`src/rtl/aer_spike_encoder.sv`:
```
// aer_spike_encoder
// Stamps each enabled spike vector with a free-running time counter and
// serializes it into AER events (neuron index + timestamp), lowest index
// first. Events are queued in a show-ahead FIFO and delivered over
// valid/ready. Vectors that cannot be taken because the serializer is
// still busy are dropped whole and counted.
module aer_spike_encoder #(
  parameter int NUM_NEURONS = 8,
  parameter int ADDR_WIDTH  = 3,
  parameter int TS_WIDTH    = 16,
  parameter int FIFO_DEPTH  = 16
) (
  input  logic                            clk,
  input  logic                            rst_n,
  input  logic                            enable,
  input  logic [NUM_NEURONS-1:0]          spike_in,
  input  logic                            clear_stats,
  output logic                            aer_valid,
  input  logic                            aer_ready,
  output logic [ADDR_WIDTH-1:0]           aer_addr,
  output logic [TS_WIDTH-1:0]             aer_timestamp,
  output logic [$clog2(FIFO_DEPTH+1)-1:0] fifo_count,
  output logic [TS_WIDTH-1:0]             time_now,
  output logic [7:0]                      dropped_count,
  output logic                            overflow
);

  localparam int CW  = $clog2(FIFO_DEPTH + 1);
  localparam int PW  = $clog2(FIFO_DEPTH);
  localparam int PCW = $clog2(NUM_NEURONS + 1);
  localparam int EW  = ADDR_WIDTH + TS_WIDTH;

  // Index of the lowest set bit; zero for an empty vector.
  function automatic logic [ADDR_WIDTH-1:0] lowest_index(input logic [NUM_NEURONS-1:0] v);
    logic [ADDR_WIDTH-1:0] idx;
    idx = {ADDR_WIDTH{1'b0}};
    for (int i = NUM_NEURONS - 1; i >= 0; i--) begin
      if (v[i]) begin
        idx = ADDR_WIDTH'(i);
      end else begin
        idx = idx;
      end
    end
    return idx;
  endfunction

  // Number of set bits in a spike vector.
  function automatic logic [PCW-1:0] popcount(input logic [NUM_NEURONS-1:0] v);
    logic [PCW-1:0] cnt;
    cnt = {PCW{1'b0}};
    for (int i = 0; i < NUM_NEURONS; i++) begin
      cnt = cnt + PCW'(v[i]);
    end
    return cnt;
  endfunction

  logic [TS_WIDTH-1:0]    time_q, time_d;
  logic [NUM_NEURONS-1:0] pend_q, pend_d;
  logic [TS_WIDTH-1:0]    pend_ts_q, pend_ts_d;
  logic [PW-1:0]          wr_ptr_q, wr_ptr_d;
  logic [PW-1:0]          rd_ptr_q, rd_ptr_d;
  logic [CW-1:0]          count_q, count_d;
  logic [7:0]             dropped_q, dropped_d;
  logic                   overflow_q, overflow_d;
  logic [EW-1:0]          mem_q [FIFO_DEPTH];

  logic                   valid_s;
  logic                   pop_s;
  logic                   push_s;
  logic                   can_push_s;
  logic [NUM_NEURONS-1:0] pend_after_s;
  logic                   spike_any_s;
  logic                   accept_s;
  logic                   drop_s;
  logic [ADDR_WIDTH-1:0]  push_addr_s;
  logic [EW-1:0]          head_s;
  logic [8:0]             drop_sum_s;
  logic [7:0]             drop_base_s;

  assign valid_s = (count_q != {CW{1'b0}});
  assign head_s  = mem_q[rd_ptr_q];

  // Serializer/FIFO handshake, capture decision and all next-state values.
  always_comb begin
    pop_s        = valid_s & aer_ready;
    can_push_s   = (count_q < CW'(FIFO_DEPTH)) | pop_s;
    push_s       = (pend_q != {NUM_NEURONS{1'b0}}) & can_push_s;
    push_addr_s  = lowest_index(pend_q);
    spike_any_s  = (spike_in != {NUM_NEURONS{1'b0}});
    pend_d       = pend_q;
    pend_ts_d    = pend_ts_q;
    time_d       = time_q;
    wr_ptr_d     = wr_ptr_q;
    rd_ptr_d     = rd_ptr_q;
    count_d      = count_q;
    dropped_d    = dropped_q;
    overflow_d   = overflow_q;
    drop_base_s  = dropped_q;
    drop_sum_s   = 9'd0;

    // Clearing the lowest set bit of the pending mask on a push.
    if (push_s) begin
      pend_after_s = pend_q & (pend_q - {{(NUM_NEURONS-1){1'b0}}, 1'b1});
      wr_ptr_d     = wr_ptr_q + {{(PW-1){1'b0}}, 1'b1};
    end else begin
      pend_after_s = pend_q;
    end

    if (pop_s) begin
      rd_ptr_d = rd_ptr_q + {{(PW-1){1'b0}}, 1'b1};
    end else begin
      rd_ptr_d = rd_ptr_q;
    end

    case ({push_s, pop_s})
      2'b10:   count_d = count_q + {{(CW-1){1'b0}}, 1'b1};
      2'b01:   count_d = count_q - {{(CW-1){1'b0}}, 1'b1};
      default: count_d = count_q;
    endcase

    // A new vector is taken only if the serializer is free after this edge.
    accept_s = enable & spike_any_s & (pend_after_s == {NUM_NEURONS{1'b0}});
    drop_s   = enable & spike_any_s & ~accept_s;

    if (accept_s) begin
      pend_d    = spike_in;
      pend_ts_d = time_q;
    end else begin
      pend_d    = pend_after_s;
      pend_ts_d = pend_ts_q;
    end

    if (enable) begin
      time_d = time_q + {{(TS_WIDTH-1){1'b0}}, 1'b1};
    end else begin
      time_d = time_q;
    end

    // Clear first, so a drop on the same edge is still recorded.
    if (clear_stats) begin
      drop_base_s = 8'd0;
      overflow_d  = 1'b0;
    end else begin
      drop_base_s = dropped_q;
      overflow_d  = overflow_q;
    end

    if (drop_s) begin
      drop_sum_s = {1'b0, drop_base_s} + 9'(popcount(spike_in));
      overflow_d = 1'b1;
      if (drop_sum_s > 9'd255) begin
        dropped_d = 8'hFF;
      end else begin
        dropped_d = drop_sum_s[7:0];
      end
    end else begin
      dropped_d = drop_base_s;
    end
  end

  // Control state: time counter, pending vector, FIFO pointers and stats.
  always_ff @(posedge clk or negedge rst_n) begin
    if (!rst_n) begin
      time_q     <= {TS_WIDTH{1'b0}};
      pend_q     <= {NUM_NEURONS{1'b0}};
      pend_ts_q  <= {TS_WIDTH{1'b0}};
      wr_ptr_q   <= {PW{1'b0}};
      rd_ptr_q   <= {PW{1'b0}};
      count_q    <= {CW{1'b0}};
      dropped_q  <= 8'd0;
      overflow_q <= 1'b0;
    end else begin
      time_q     <= time_d;
      pend_q     <= pend_d;
      pend_ts_q  <= pend_ts_d;
      wr_ptr_q   <= wr_ptr_d;
      rd_ptr_q   <= rd_ptr_d;
      count_q    <= count_d;
      dropped_q  <= dropped_d;
      overflow_q <= overflow_d;
    end
  end

  // Event storage; contents need no reset because count gates visibility.
  always_ff @(posedge clk) begin
    if (push_s) begin
      mem_q[wr_ptr_q] <= {push_addr_s, pend_ts_q};
    end
  end

  // Head event presentation, zeroed while the FIFO is empty.
  always_comb begin
    if (valid_s) begin
      aer_addr      = head_s[EW-1:TS_WIDTH];
      aer_timestamp = head_s[TS_WIDTH-1:0];
    end else begin
      aer_addr      = {ADDR_WIDTH{1'b0}};
      aer_timestamp = {TS_WIDTH{1'b0}};
    end
  end

  assign aer_valid     = valid_s;
  assign fifo_count    = count_q;
  assign time_now      = time_q;
  assign dropped_count = dropped_q;
  assign overflow      = overflow_q;

endmodule

```
`config.mk`:
```
export PLATFORM = sky130hd
export DESIGN_NAME = aer_spike_encoder
export DESIGN_NICKNAME = d
export VERILOG_FILES = /design/src/rtl/aer_spike_encoder.sv
export SDC_FILE = /design/constraint.sdc
export NUM_CORES = 1
export LEC_CHECK = 0
export ABC_AREA = 1
export ABC_CLOCK_PERIOD_IN_PS = 4400
export BUFFER_PORTS_ARGS = -buffer_cell sky130_fd_sc_hd__buf_2
export CAP_MARGIN = 15
export CORE_UTILIZATION = 50
export DETAILED_ROUTE_END_ITERATION = 8
export GPL_ROUTABILITY_DRIVEN = 0
export PLACE_DENSITY = 0.67
export SLEW_MARGIN = 20
export SYNTH_ARGS = -nofsm -noshare
export SYNTH_HDL_FRONTEND = slang
export SYNTH_SLANG_ARGS = --single-unit
```
`constraint.sdc`:
```
create_clock -name clk -period 4.4 [get_ports clk]
set_clock_uncertainty 0.2 [all_clocks]
set_input_delay 0.88 -clock clk [delete_from_list [all_inputs] [get_ports clk]]
set_output_delay 0.88 -clock clk [all_outputs]
set_load 0.05 [all_outputs]
```
# Word level (Yosys, flattened, before mapping)
# Memory sizes are Yosys's and may differ from the RTL's.
# Cells that the tools add are included.
# totals
register_bits,62
ram_bits,304
out_inout_bits,50
wordCells,61
memories,1
# op_classes
n_addsub,14
n_lt_le_gt_ge,2
n_eq_ne,2
muxes,20
n_bitwise,8
reduce_logical,6
# mem_list
name,words,width,read_ports,rd_ports_with_merged_regs,wr,line_no,rtl
mem_q,16,19,1,0,1,65,logic [EW-1:0] mem_q [FIFO_DEPTH];
# op_table
op,count
$mux W8,5
$mux W3,9
$add A16 B1 Y16 const B,1
$add A4 B1 Y4,4
$mux W16,1
$reduce_bool A8 Y1,2
$pmux W5 S2,1
$add A8 B4 Y9,1
$gt A9 B8 Y1 const B,1
$add A4 B1 Y4 const B,2
$and A8 B8 Y8,1
$logic_not A8 Y1,1
$sub A8 B1 Y8 const B,1
$add A5 B1 Y5 const B,1
$and A1 B1 Y1,5
$lt A5 B5 Y1 const B,1
$reduce_bool A5 Y1,1
$sub A5 B1 Y5 const B,1
$add A3 B1 Y4,1
$mux W1,4
$reduce_bool A2 Y1,2
$add A2 B1 Y3,1
$add A1 B1 Y2,1
$eq A2 B1 Y1 const B,1
3 further kinds,3

# Longest topological paths before layout
# Gate-level depths: netlist (run 1).
# logic_depth
depth_word,11
mapped_depth,16
depth_no_buf,16

# Worst setup path before layout (run 1)
# Ideal clock, no wire load.
# synth_timing
kind,in2reg
start,input port spike_in[0]
end,"register dropped_q[2], in the netlist dropped_count[2]"
setup_time_ps,66
arrival_ps,3990
slack_ps,144
path_stages,15
path_buffers,0
cell_sequence,fa_1 > inv_1 > fa_1 > fa_1 > fa_1 > fa_1 > inv_1 > nand3_1 > nand2_1 > nand3_1 > nor2_1 > nand2_1 > o21ai_0 > nand3_1 > nand2_1
# synth_via
elab_chain_cells,11
word_cells_on_any_way,16
cone_classes,add/sub (8); order compare (1); mux (2); bitwise (4); reduce/logical (1)
# synth_rtl
element,line_no,rtl
"start, declared",16,"input logic [NUM_NEURONS-1:0] spike_in,"
$add A1 B1 Y2,52,cnt = cnt + PCW'(v[i]);
$add A2 B1 Y3,52,
$add A3 B1 Y4,52,
$add A4 B1 Y4 (4 in a row),52,
$add A8 B4 Y9,149,"drop_sum_s = {1'b0, drop_base_s} + 9'(popcount(spike_in));"
$gt A9 B8 Y1,151,if (drop_sum_s > 9'd255) begin
$mux W8,151,
$mux W8 *,148,if (drop_s) begin
via dropped_d[2],63,"logic [7:0] dropped_q, dropped_d;"
"end signal, assigned",179,dropped_q <= dropped_d;
"end, declared",63,
# Mark *: on every way through the listed nets, which the timed path passes. The rest lies on a longest branch.
# A chain may end at the register's enable or synchronous reset.

# Worst setup path after layout (run 1)
# Ends and elaborated chain as after synthesis.

==> results.yml, run 1 <==
floorplan:
  start_util: 0.513
  core_um2: 30000
  ioPinCount: 63
  die_w_um: 177
  die_y_um: 177
  fp-row-count: 63
  die-area_um2: 31400
finish:
  syn2layout_area_growth_pct: 13.5
  layout-drive-gt1-share: 0.144
  stdcell_area_um2: 17400
  final_nets: 1374
  fillers: 2387
  num_antenna_cells: 0
global_routing:
  track_usage: 0.229
  grt_start_max_net_pins: 165
  gr-total-overflow: 0
  met2_usage: 0.359
  grt_pass1_vias: 9504
  gr-max-usage-layer: "met2"
  use_met1: 0.332
  grt_pass1_wl_mm: 54.2
  antenna_found_initial: 0
  grt_util_met3: 0.0368
power_and_ir_drop:
  leakagePower_nw: 6.68
  ir_worst_vdd_mv: 0.610
  pwr_density_cell_nw_per_um2: 780
worst_setup_path:
  path_class: "input pin to flop"
  cp_data_required_time_ns: 4.66
  cp-end-kind: "flop"
  critPathMaxFanout: 8
  arrival_ns: 4.39
  cpLargestDelayFamily: "adder cells"
  rr_worst_depth: 14
  cp_common_cell: "fa_1"
  crit_path_top_delay_cell: "fa_1"
  path_buf_inv: 3
  r2r_end: "dropped_count[2]$_DFF_PN0_"
  regToRegSetupSlack_ns: 0.88
  cp_num_cells: 16
  rr_startpoint: "dropped_count[0]$_DFF_PN0_"
  startpoint_type: "input pin"
  cp-endpoint: "dropped_count[2]$_DFF_PN0_"
  crit_start: "spike_in[0]"
  slowest_delay_ns: 0.53
  worstPathCellList: "buf_2 -> fa_1 -> inv_1 -> fa_1 -> fa_1 -> fa_1 -> fa_1 -> inv_1 -> nand3_1 -> nand2_1 -> nand3_1 -> nor2_1 -> nand2_1 -> o21ai_0 -> nand3_1 -> nand2_1"
timing:
  final.min_clock_period_ns: 4.13
  setup_viol: 0
  hold_viol_final: 0
  slew_violations: 0
  timing.final.crit_share: 0.938
  finalWorstSetupSlack_ns: 0.271
  rsz0062_at_grt: "false"
  fmax_ghz: 0.242
  worstMarginPinSlew_ns: 1.16
  slew_headroom: 0.224
logic_synthesis:
  synthFlopType: "edfxtp_1"
  synth_edf_count: 304
  avgSynthCellArea_um2: 12.1
  ys_ff_latch: 366
  ys_seq_area_frac: 0.695
  synth_cell_types: 40
  yosys_warnings: 0
  synth.net_count: 1309
  syn_inst: 1273
  syn-cell-area_um2: 15400
  ys_async_sr_fraction: 0.169
clock_network:
  clk_pin_slew_ns: 0.06
  postCtsHoldBufs: 0
  clockBufferDepth: 3
  clock-sinks: 366
  cts_tree: "done"
  clk_latency_ns: 0.52
  numCtsBuffers: 39
  cts_setup_buffers: 0
  ctsResizeCount: 0
  htree_levels: 2
  root_buffer: "clkbuf_16"
worst_hold_path:
  hold_path_class: "input pin to asynchronous set/reset pin"
detailed_routing:
  via_per_inst: 5.75
  wl_per_cell_um: 20.0
  num_vias: 10100
  drc: 0
  drtAntennaViolNets: 0
  first_iter_violations: 1065
  wirelength_mm: 35.0
  first_pass_iters: 5
place:
  io_buffers: 62
  hpwl_mm: 19.9
  pre_cts_slack_ns: -0.232
  placed_area_um2: 16200
flow_run:
  maxCapViolations: 0
run_status:
  status: "finished clean"
[metrics by stage]
step | TNS, ns | hold slack (ns) | utilization | instances | power, mW
3_3_place_gp | -0.957 | 0.281 | 0.541 | 1687 | 10.4
3_5_place_dp | -1.53 | 0.271 | 0.541 | 1687 | 10.5
2_1_floorplan | 0 | 0.306 | - | 1273 | 8.94
6_report | 0 | 0.256 | 0.582 | 1755 | 13.6
5_1_grt | 0 | 0.309 | 0.582 | 1755 | 14.3
4_1_cts | 0 | 0.280 | 0.582 | 1755 | 13.6
[cell usage in the layout (no fill, tap or decap), types with 2 or more instances in the layout]
cell type / n
xor2_1: 18
fa_1: 6
buf_4: 30
clkinvlp_4: 3
nand2_4: 2
o21ai_0: 172
o211ai_1: 2
bufinv_16: 2
nand2_1: 129
nand2_2: 7
clkbuf_1: 5
clkinv_2: 5
dfrtp_1: 60
edfxtp_1: 304
o22ai_1: 12
buf_12: 4
ha_1: 17
nand3_1: 55
nand4_1: 28
clkinv_1: 12
a31oi_1: 2
nor2_8: 2
nor2_1: 175
buf_2: 62
inv_1: 62
xnor2_1: 6
a21oi_1: 46
a21oi_2: 2
nor2_2: 17
o221ai_1: 54
clkbuf_16: 41
nor2_4: 2
inv_2: 4
[layout make-up]
type	count	area, um2	share of cell area
Multi-Input combinational cell	765	4160	0.239
Clock inverter	21	158	0.00904
Tap cell	390	488	0.0280
Sequential cell	366	10700	0.613
Timing Repair Buffer	96	616	0.0353
Inverter	70	267	0.0153
Clock buffer	47	1060	0.0607
[Yosys cell counts (2+ instances only)]
cell type	count	area [um2]
nand3_1	55	275
o221ai_1	54	473
nor2_8	2	40.0
clkbuf_1	54	203
clkinv_1	3	11.3
nor2_4	2	22.5
o21ai_0	172	861
o22ai_1	12	75.1
o211ai_1	2	15.0
a21oi_1	48	240
ha_1	17	213
inv_2	3	11.3
nand4_1	28	175
nand2_2	7	43.8
buf_4	3	22.5
xnor2_1	6	52.6
buf_2	14	70.1
nand2_4	2	22.5
edfxtp_1	304	9130
fa_1	6	120
xor2_1	18	158
dfrtp_1	62	1550
nand2_1	129	484
a31oi_1	2	12.5
inv_1	63	236
nor2_1	191	717
[cells by family after synthesis]
group / count (synthesis) / share of synthesized area
AO/OA/AOI/OAI: 295 / 0.113
flip-flops: 366 / 0.695
adder cells (fa/ha/maj): 23 / 0.0217
AND/OR/NAND/NOR: 423 / 0.120
buffers and inverters: 142 / 0.0371
XOR/XNOR: 24 / 0.0137
[layer usage]
layer	share of wire	wire length, um
met5	0	0
met4	0.016	561
met3	0.073	2570
met2	0.47	16500
met1	0.44	15400
[worst min path at each step]
stage,startpoint,to
floorplan,pend_q[6]$_DFF_PN0_,pend_q[6]$_DFF_PN0_
global placement,time_now[15]$_DFFE_PN0P_,time_now[15]$_DFFE_PN0P_
detailed placement,overflow$_DFFE_PN0P_,overflow$_DFFE_PN0P_
CTS,rst_n,time_now[1]$_DFFE_PN0P_
global route,overflow$_DFFE_PN0P_,overflow$_DFFE_PN0P_
finish,rst_n,time_now[3]$_DFFE_PN0P_
[worst register-to-register path, delay by kind of cell, from the launching register on]
kind | cells | cell delay, ns
AND/OR/NAND/NOR | 8 | 0.91
flip-flops | 1 | 0.36
buffers and inverters | 1 | 0.09
adder cells (fa/ha/maj) | 4 | 1.76
AO/OA/AOI/OAI | 1 | 0.13
[report_power, final]
| group | total (mW) | switching (mW) | internal [mW] |
|---|---|---|---|
| combinational | 5.47 | 4.07 | 1.40 |
| sequential | 5.02 | 0.363 | 4.66 |
| clock | 3.10 | 1.28 | 1.83 |
| total | 13.6 | 5.71 | 7.89 |
[state kept, by name, indices dropped and copies added (netlist names)]
name	cells
mem_q	304
overflow	1
rd_ptr_q	4
fifo_count	5
wr_ptr_q	4
time_now	16
pend_ts_q	16
pend_q	8
dropped_count	8
No activity file was read; power rests on OpenSTA's default activity.
==> inputs of run 2 (changes only) <==
--- a/config.mk
+++ b/config.mk
@@ -6,13 +6,12 @@
 export NUM_CORES = 1
 export LEC_CHECK = 0
 export ABC_AREA = 1
-export ABC_CLOCK_PERIOD_IN_PS = 4400
 export BUFFER_PORTS_ARGS = -buffer_cell sky130_fd_sc_hd__buf_2
 export CAP_MARGIN = 15
 export CORE_UTILIZATION = 50
 export DETAILED_ROUTE_END_ITERATION = 8
 export GPL_ROUTABILITY_DRIVEN = 0
-export PLACE_DENSITY = 0.67
+export PLACE_DENSITY = 0.79
 export SLEW_MARGIN = 20
 export SYNTH_ARGS = -nofsm -noshare
 export SYNTH_HDL_FRONTEND = slang
==> run 2 against run 1 <==
Compared with the run above: cell area fell by 0.68%; utilization fell by 0.40 points; hold slack got worse by 0.057 ns; fmax rose by 0.33%; largest cell class unchanged; worst setup slack improved by 0.014 ns; largest power group unchanged; clock power fell by 10%; global-route usage rose by 0.30 points; critical path depth fell by 10; sequential share of layout area rose by 0.42 points; total power fell by 1.7%; non-clock buffer count rose by 6; sequential power rose by 0.8%.
==> results.yml, run 2 (same netlist as run 1, synthesis figures left out) <==
timing:
  finalWorstSetupSlack_ns: 0.285
  timing.final.crit_share: 0.935
  slew_violations: 0
  setup_viol: 0
  fmax_ghz: 0.243
  final.min_clock_period_ns: 4.12
  rsz0062_at_grt: "false"
  slew_headroom: 0.248
  worstMarginPinSlew_ns: 1.12
  hold_viol_final: 0
detailed_routing:
  via_per_inst: 5.92
  first_iter_violations: 1322
  first_pass_iters: 6
  drtAntennaViolNets: 0
  num_vias: 10400
  wl_per_cell_um: 20.2
  wirelength_mm: 35.5
  drc: 0
power_and_ir_drop:
  p_sw_mw: 5.74
  comb_power_share: 0.413
  swShare: 0.429
  ir_worst_vdd_mv: 0.512
  pwr_density_cell_nw_per_um2: 772
  p_seq_frac: 0.379
  p_int_mw: 7.63
  p_clk_frac: 0.209
  leakagePower_nw: 6.64
worst_setup_path:
  rr_startpoint: "dropped_count[0]$_DFF_PN0_"
  r2r_end: "dropped_count[5]$_DFF_PN0_"
  regToRegSetupSlack_ns: 0.98
  startpoint_type: "flop"
  path_class: "flop to output pin"
  cp_data_required_time_ns: 3.32
  rr_worst_depth: 14
  arrival_ns: 3.04
  critPathMaxFanout: 72
  cp-end-kind: "output pin"
global_routing:
  gr-total-overflow: 0
  grt_start_max_net_pins: 79
  track_usage: 0.231
  grt_pass1_vias: 9986
  antenna_found_initial: 0
  grt_pass1_wl_mm: 55.3
place:
  placed_area_um2: 16300
  pre_cts_slack_ns: -0.110
  hpwl_mm: 20.8
  io_buffers: 62
clock_network:
  cts_tree: "done"
  clock-sinks: 366
  root_buffer: "clkbuf_16"
  cts_setup_buffers: 0
  clk_latency_ns: 0.52
  clockBufferDepth: 3
  htree_levels: 2
  postCtsHoldBufs: 0
  ctsResizeCount: 0
  numCtsBuffers: 37
  clk_pin_slew_ns: 0.06
finish:
  layout-drive-gt1-share: 0.145
  final_cell_mix: "304 x edfxtp_1, 175 x nor2_1, 172 x o21ai_0"
  largest_register: "mem_q"
  final_nets: 1378
  largest_register_ffs: 304
  syn2layout_area_growth_pct: 12.7
  stdcell_area_um2: 17300
  final_common_cell: "edfxtp_1"
  num_antenna_cells: 0
run_status:
  status: "finished clean"
flow_run:
  maxCapViolations: 0
floorplan:
  fp-row-count: 63
  die_w_um: 177
  ioPinCount: 63
  start_util: 0.513
  die_y_um: 177
  die-area_um2: 31400
  core_um2: 30000
worst_hold_path:
  hold_path_class: "input pin to asynchronous set/reset pin"
[run 2: worst max-delay path by stage]
| stage | startpoint | to | slack [ns] |
|---|---|---|---|
| 2_1_floorplan | spike_in[0] | dropped_count[2]$_DFF_PN0_ | 0.14 |
| 3_3_place_gp | spike_in[0] | dropped_count[2]$_DFF_PN0_ | -0.08 |
| 3_5_place_dp | spike_in[0] | dropped_count[5]$_DFF_PN0_ | -0.11 |
| 4_1_cts | rd_ptr_q[0]$_DFFE_PN0P_ | aer_timestamp[1] | 0.33 |
| 5_1_grt | rd_ptr_q[0]$_DFFE_PN0P_ | aer_addr[1] | 0.14 |
| 6_report | rd_ptr_q[0]$_DFFE_PN0P_ | aer_addr[1] | 0.28 |
[run 2: power by group through the flow]
stage,clock (mW),combinational (mW),sequential [mW]
floorplan,0,3.73,5.21
global placement,0,5.31,5.09
detailed placement,0,5.45,5.12
CTS,2.81,5.49,5.05
global route,2.96,5.97,5.11
finish,2.79,5.52,5.06
[run 2: cell type report]
cell class / instances / area (um2)
flip-flops and latches: 366 / 10700
inverters: 70 / 267
multi-input cells: 765 / 4160
fillers: 2330 / 12600
clock inverters: 19 / 100
clock buffers: 45 / 956
well taps: 390 / 488
repair buffers: 102 / 661
[run 2: routing by layer]
metal / global-route usage / vias to the layer above / share of wire
li1: - / 4719 / -
met1: 0.315 / 5076 / 0.41
met2: 0.382 / 524 / 0.48
met3: 0.0356 / 77 / 0.087
met4: 0.0769 / 0 / 0.024
met5: 0 / - / 0
[run 2: worst max-delay path, cell delays in order (launching register included)]
cell and delay [ns]:
dfrtp_4 0.58, buf_4 0.63, o21ai_0 0.26, o221ai_1 0.31, nand3_1 0.17, a21oi_1 0.24, buf_2 0.30
[run 2: metrics by stage]
step / instances / utilization / power [mW] / setup TNS (ns) / hold slack, ns
after floorplan: 1273 / - / 8.94 / 0 / 0.306
after global placement: 1693 / 0.543 / 10.4 / -0.375 / 0.297
after detailed placement: 1693 / 0.543 / 10.6 / -0.708 / 0.305
after CTS: 1757 / 0.578 / 13.4 / 0 / 0.214
after global routing: 1757 / 0.578 / 14.0 / 0 / 0.247
final: 1757 / 0.578 / 13.4 / 0 / 0.198
==> inputs of run 3 (changes only) <==
--- a/config.mk
+++ b/config.mk
@@ -12,6 +12,7 @@
 export DETAILED_ROUTE_END_ITERATION = 8
 export GPL_ROUTABILITY_DRIVEN = 0
 export PLACE_DENSITY = 0.79
+export REMOVE_ABC_BUFFERS = 1
 export SLEW_MARGIN = 20
 export SYNTH_ARGS = -nofsm -noshare
 export SYNTH_HDL_FRONTEND = slang
==> run 3 against run 2 <==
Compared with the run above: largest power group unchanged; clock power increased by 8.6%; register-to-register slack better by 0.02 ns; fmax up 2.2%; sequential share of layout area is 0.44 points lower; worst setup slack better by 0.089 ns; highest routed layer unchanged; die area unchanged; total power increased by 2.2%; wire length rose by 1.7%; hold slack got worse by 0.049 ns; combinational power barely moved; critical path depth is 10 higher; first-iteration DRC count shrank 11%.
==> results.yml, run 3 (same netlist as run 1, synthesis figures left out) <==
finish:
  layout-drive-gt1-share: 0.147
  final_util: 0.582
  syn2layout_area_growth_pct: 13.5
  final_cell_mix: "304 x edfxtp_1, 174 x nor2_1, 172 x o21ai_0"
  stdcell_count: 1757
  stdcell_area_um2: 17400
  num_antenna_cells: 0
  largest_register: "mem_q"
  largest_register_ffs: 304
  final_nets: 1375
  final_common_cell: "edfxtp_1"
worst_setup_path:
  cp_data_required_time_ns: 4.66
  cp_common_cell: "fa_1"
  worstPathCellList: "buf_2 -> fa_1 -> inv_1 -> fa_1 -> fa_1 -> fa_1 -> fa_1 -> inv_1 -> nand3_1 -> nand2_1 -> nand3_1 -> nor2_1 -> nand2_1 -> o21ai_0 -> nand3_1 -> nand2_1"
  cpLargestDelayFamily: "adder cells"
  cp-end-kind: "flop"
  arrival_ns: 4.28
  startpoint_type: "input pin"
  crit_path_top_delay_cell: "fa_1"
  path_class: "input pin to flop"
  path_buf_inv: 3
  critPathMaxFanout: 8
  slowest_delay_ns: 0.54
detailed_routing:
  drc: 0
  wirelength_mm: 36.1
  num_vias: 10400
  first_pass_iters: 5
  wl_per_cell_um: 20.6
  drtAntennaViolNets: 0
  first_iter_violations: 1173
  via_per_inst: 5.92
timing:
  final.min_clock_period_ns: 4.03
  fmax_ghz: 0.248
  slew_headroom: 0.478
  setup_tns_ns: 0
  hold_viol_final: 0
  timing.final.crit_share: 0.915
  worstMarginPinSlew_ns: 0.782
  setup_viol: 0
  rsz0062_at_grt: "false"
  slew_violations: 0
clock_network:
  cts_tree: "done"
  clockBufferDepth: 3
  clk_latency_ns: 0.52
  postCtsHoldBufs: 0
  ctsResizeCount: 0
  clock-sinks: 366
  htree_levels: 2
  root_buffer: "clkbuf_16"
  clk_pin_slew_ns: 0.06
  numCtsBuffers: 37
  cts_setup_buffers: 0
global_routing:
  track_usage: 0.235
  gr-total-overflow: 0
  grt_util_met3: 0.0420
  gr-max-usage-layer: "met2"
  grt_start_max_net_pins: 165
  grt_pass1_vias: 10200
  antenna_found_initial: 0
  use_met1: 0.315
  met2_usage: 0.389
  grt_pass1_wl_mm: 56.4
place:
  io_buffers: 62
  place_inst: 1690
  hpwl_mm: 21.7
  placed_area_um2: 16300
floorplan:
  die-area_um2: 31400
  fp-row-count: 63
  core_um2: 30000
  start_util: 0.513
  die_y_um: 177
  ioPinCount: 63
  die_w_um: 177
power_and_ir_drop:
  pwr_density_cell_nw_per_um2: 783
  leakagePower_nw: 6.69
  ir_worst_vdd_mv: 0.600
flow_run:
  maxCapViolations: 0
worst_hold_path:
  hold_path_class: "input pin to asynchronous set/reset pin"
run_status:
  status: "finished clean"
run 3: worst reg2reg max path, cell delays in order (launching register included):
cell and delay, ns:
dfrtp_1 0.38, nand2_1 0.09, fa_1 0.51, fa_1 0.43, fa_1 0.42, fa_1 0.41, inv_1 0.08, nand3_1 0.07
nand2_1 0.10, nand3_1 0.07, nor2_1 0.13, nand2_1 0.18, o21ai_0 0.12, nand3_1 0.09, nand2_1 0.06
run 3: layout make-up:
class                   count  area, um2
multi-input cells         765       4170
fillers                  2316      12500
inverters                  70        265
well taps                 390        488
clock buffers              54       1050
clock inverters            13        119
flip-flops and latches    366      10700
repair buffers             99        663
run 3: per-stage QoR:
stage	worst slack, ns	power (mW)	hold WS, ns
final	0.374	13.7	0.150
after global routing	0.164	14.3	0.199
after detailed placement	-0.136	10.6	0.266
after CTS	0.398	13.6	0.169
after global placement	-0.0546	10.4	0.267
after floorplan	-3.16	8.77	0.306
run 3: metal layers:
layer  vias up  share of wire
li1       4719              -
met1      5103           0.40
met2       515           0.49
met3        72          0.087
met4         0          0.027
met5         -              0
run 3: worst paths after layout:
kind,start,to,slack [ns],cells past startpoint
worst max-delay path,spike_in[0],dropped_count[2]$_DFF_PN0_,0.37,16
worst min-delay path,rst_n,overflow$_DFFE_PN0P_,0.15,1
worst max register to register,dropped_count[0]$_DFF_PN0_,dropped_count[2]$_DFF_PN0_,1.00,14
worst min register to register,overflow$_DFFE_PN0P_,overflow$_DFFE_PN0P_,0.28,2
max in group asynchronous,rst_n,rd_ptr_q[0]$_DFFE_PN0P_,2.88,2
min in group clk,overflow$_DFFE_PN0P_,overflow$_DFFE_PN0P_,0.28,2
run 3: power by group:
part	leakage [nW]	switching [mW]	internal, mW	total, mW
clock network	0.581	1.25	1.78	3.03
registers	3.67	0.416	4.66	5.07
logic	2.44	4.12	1.43	5.55
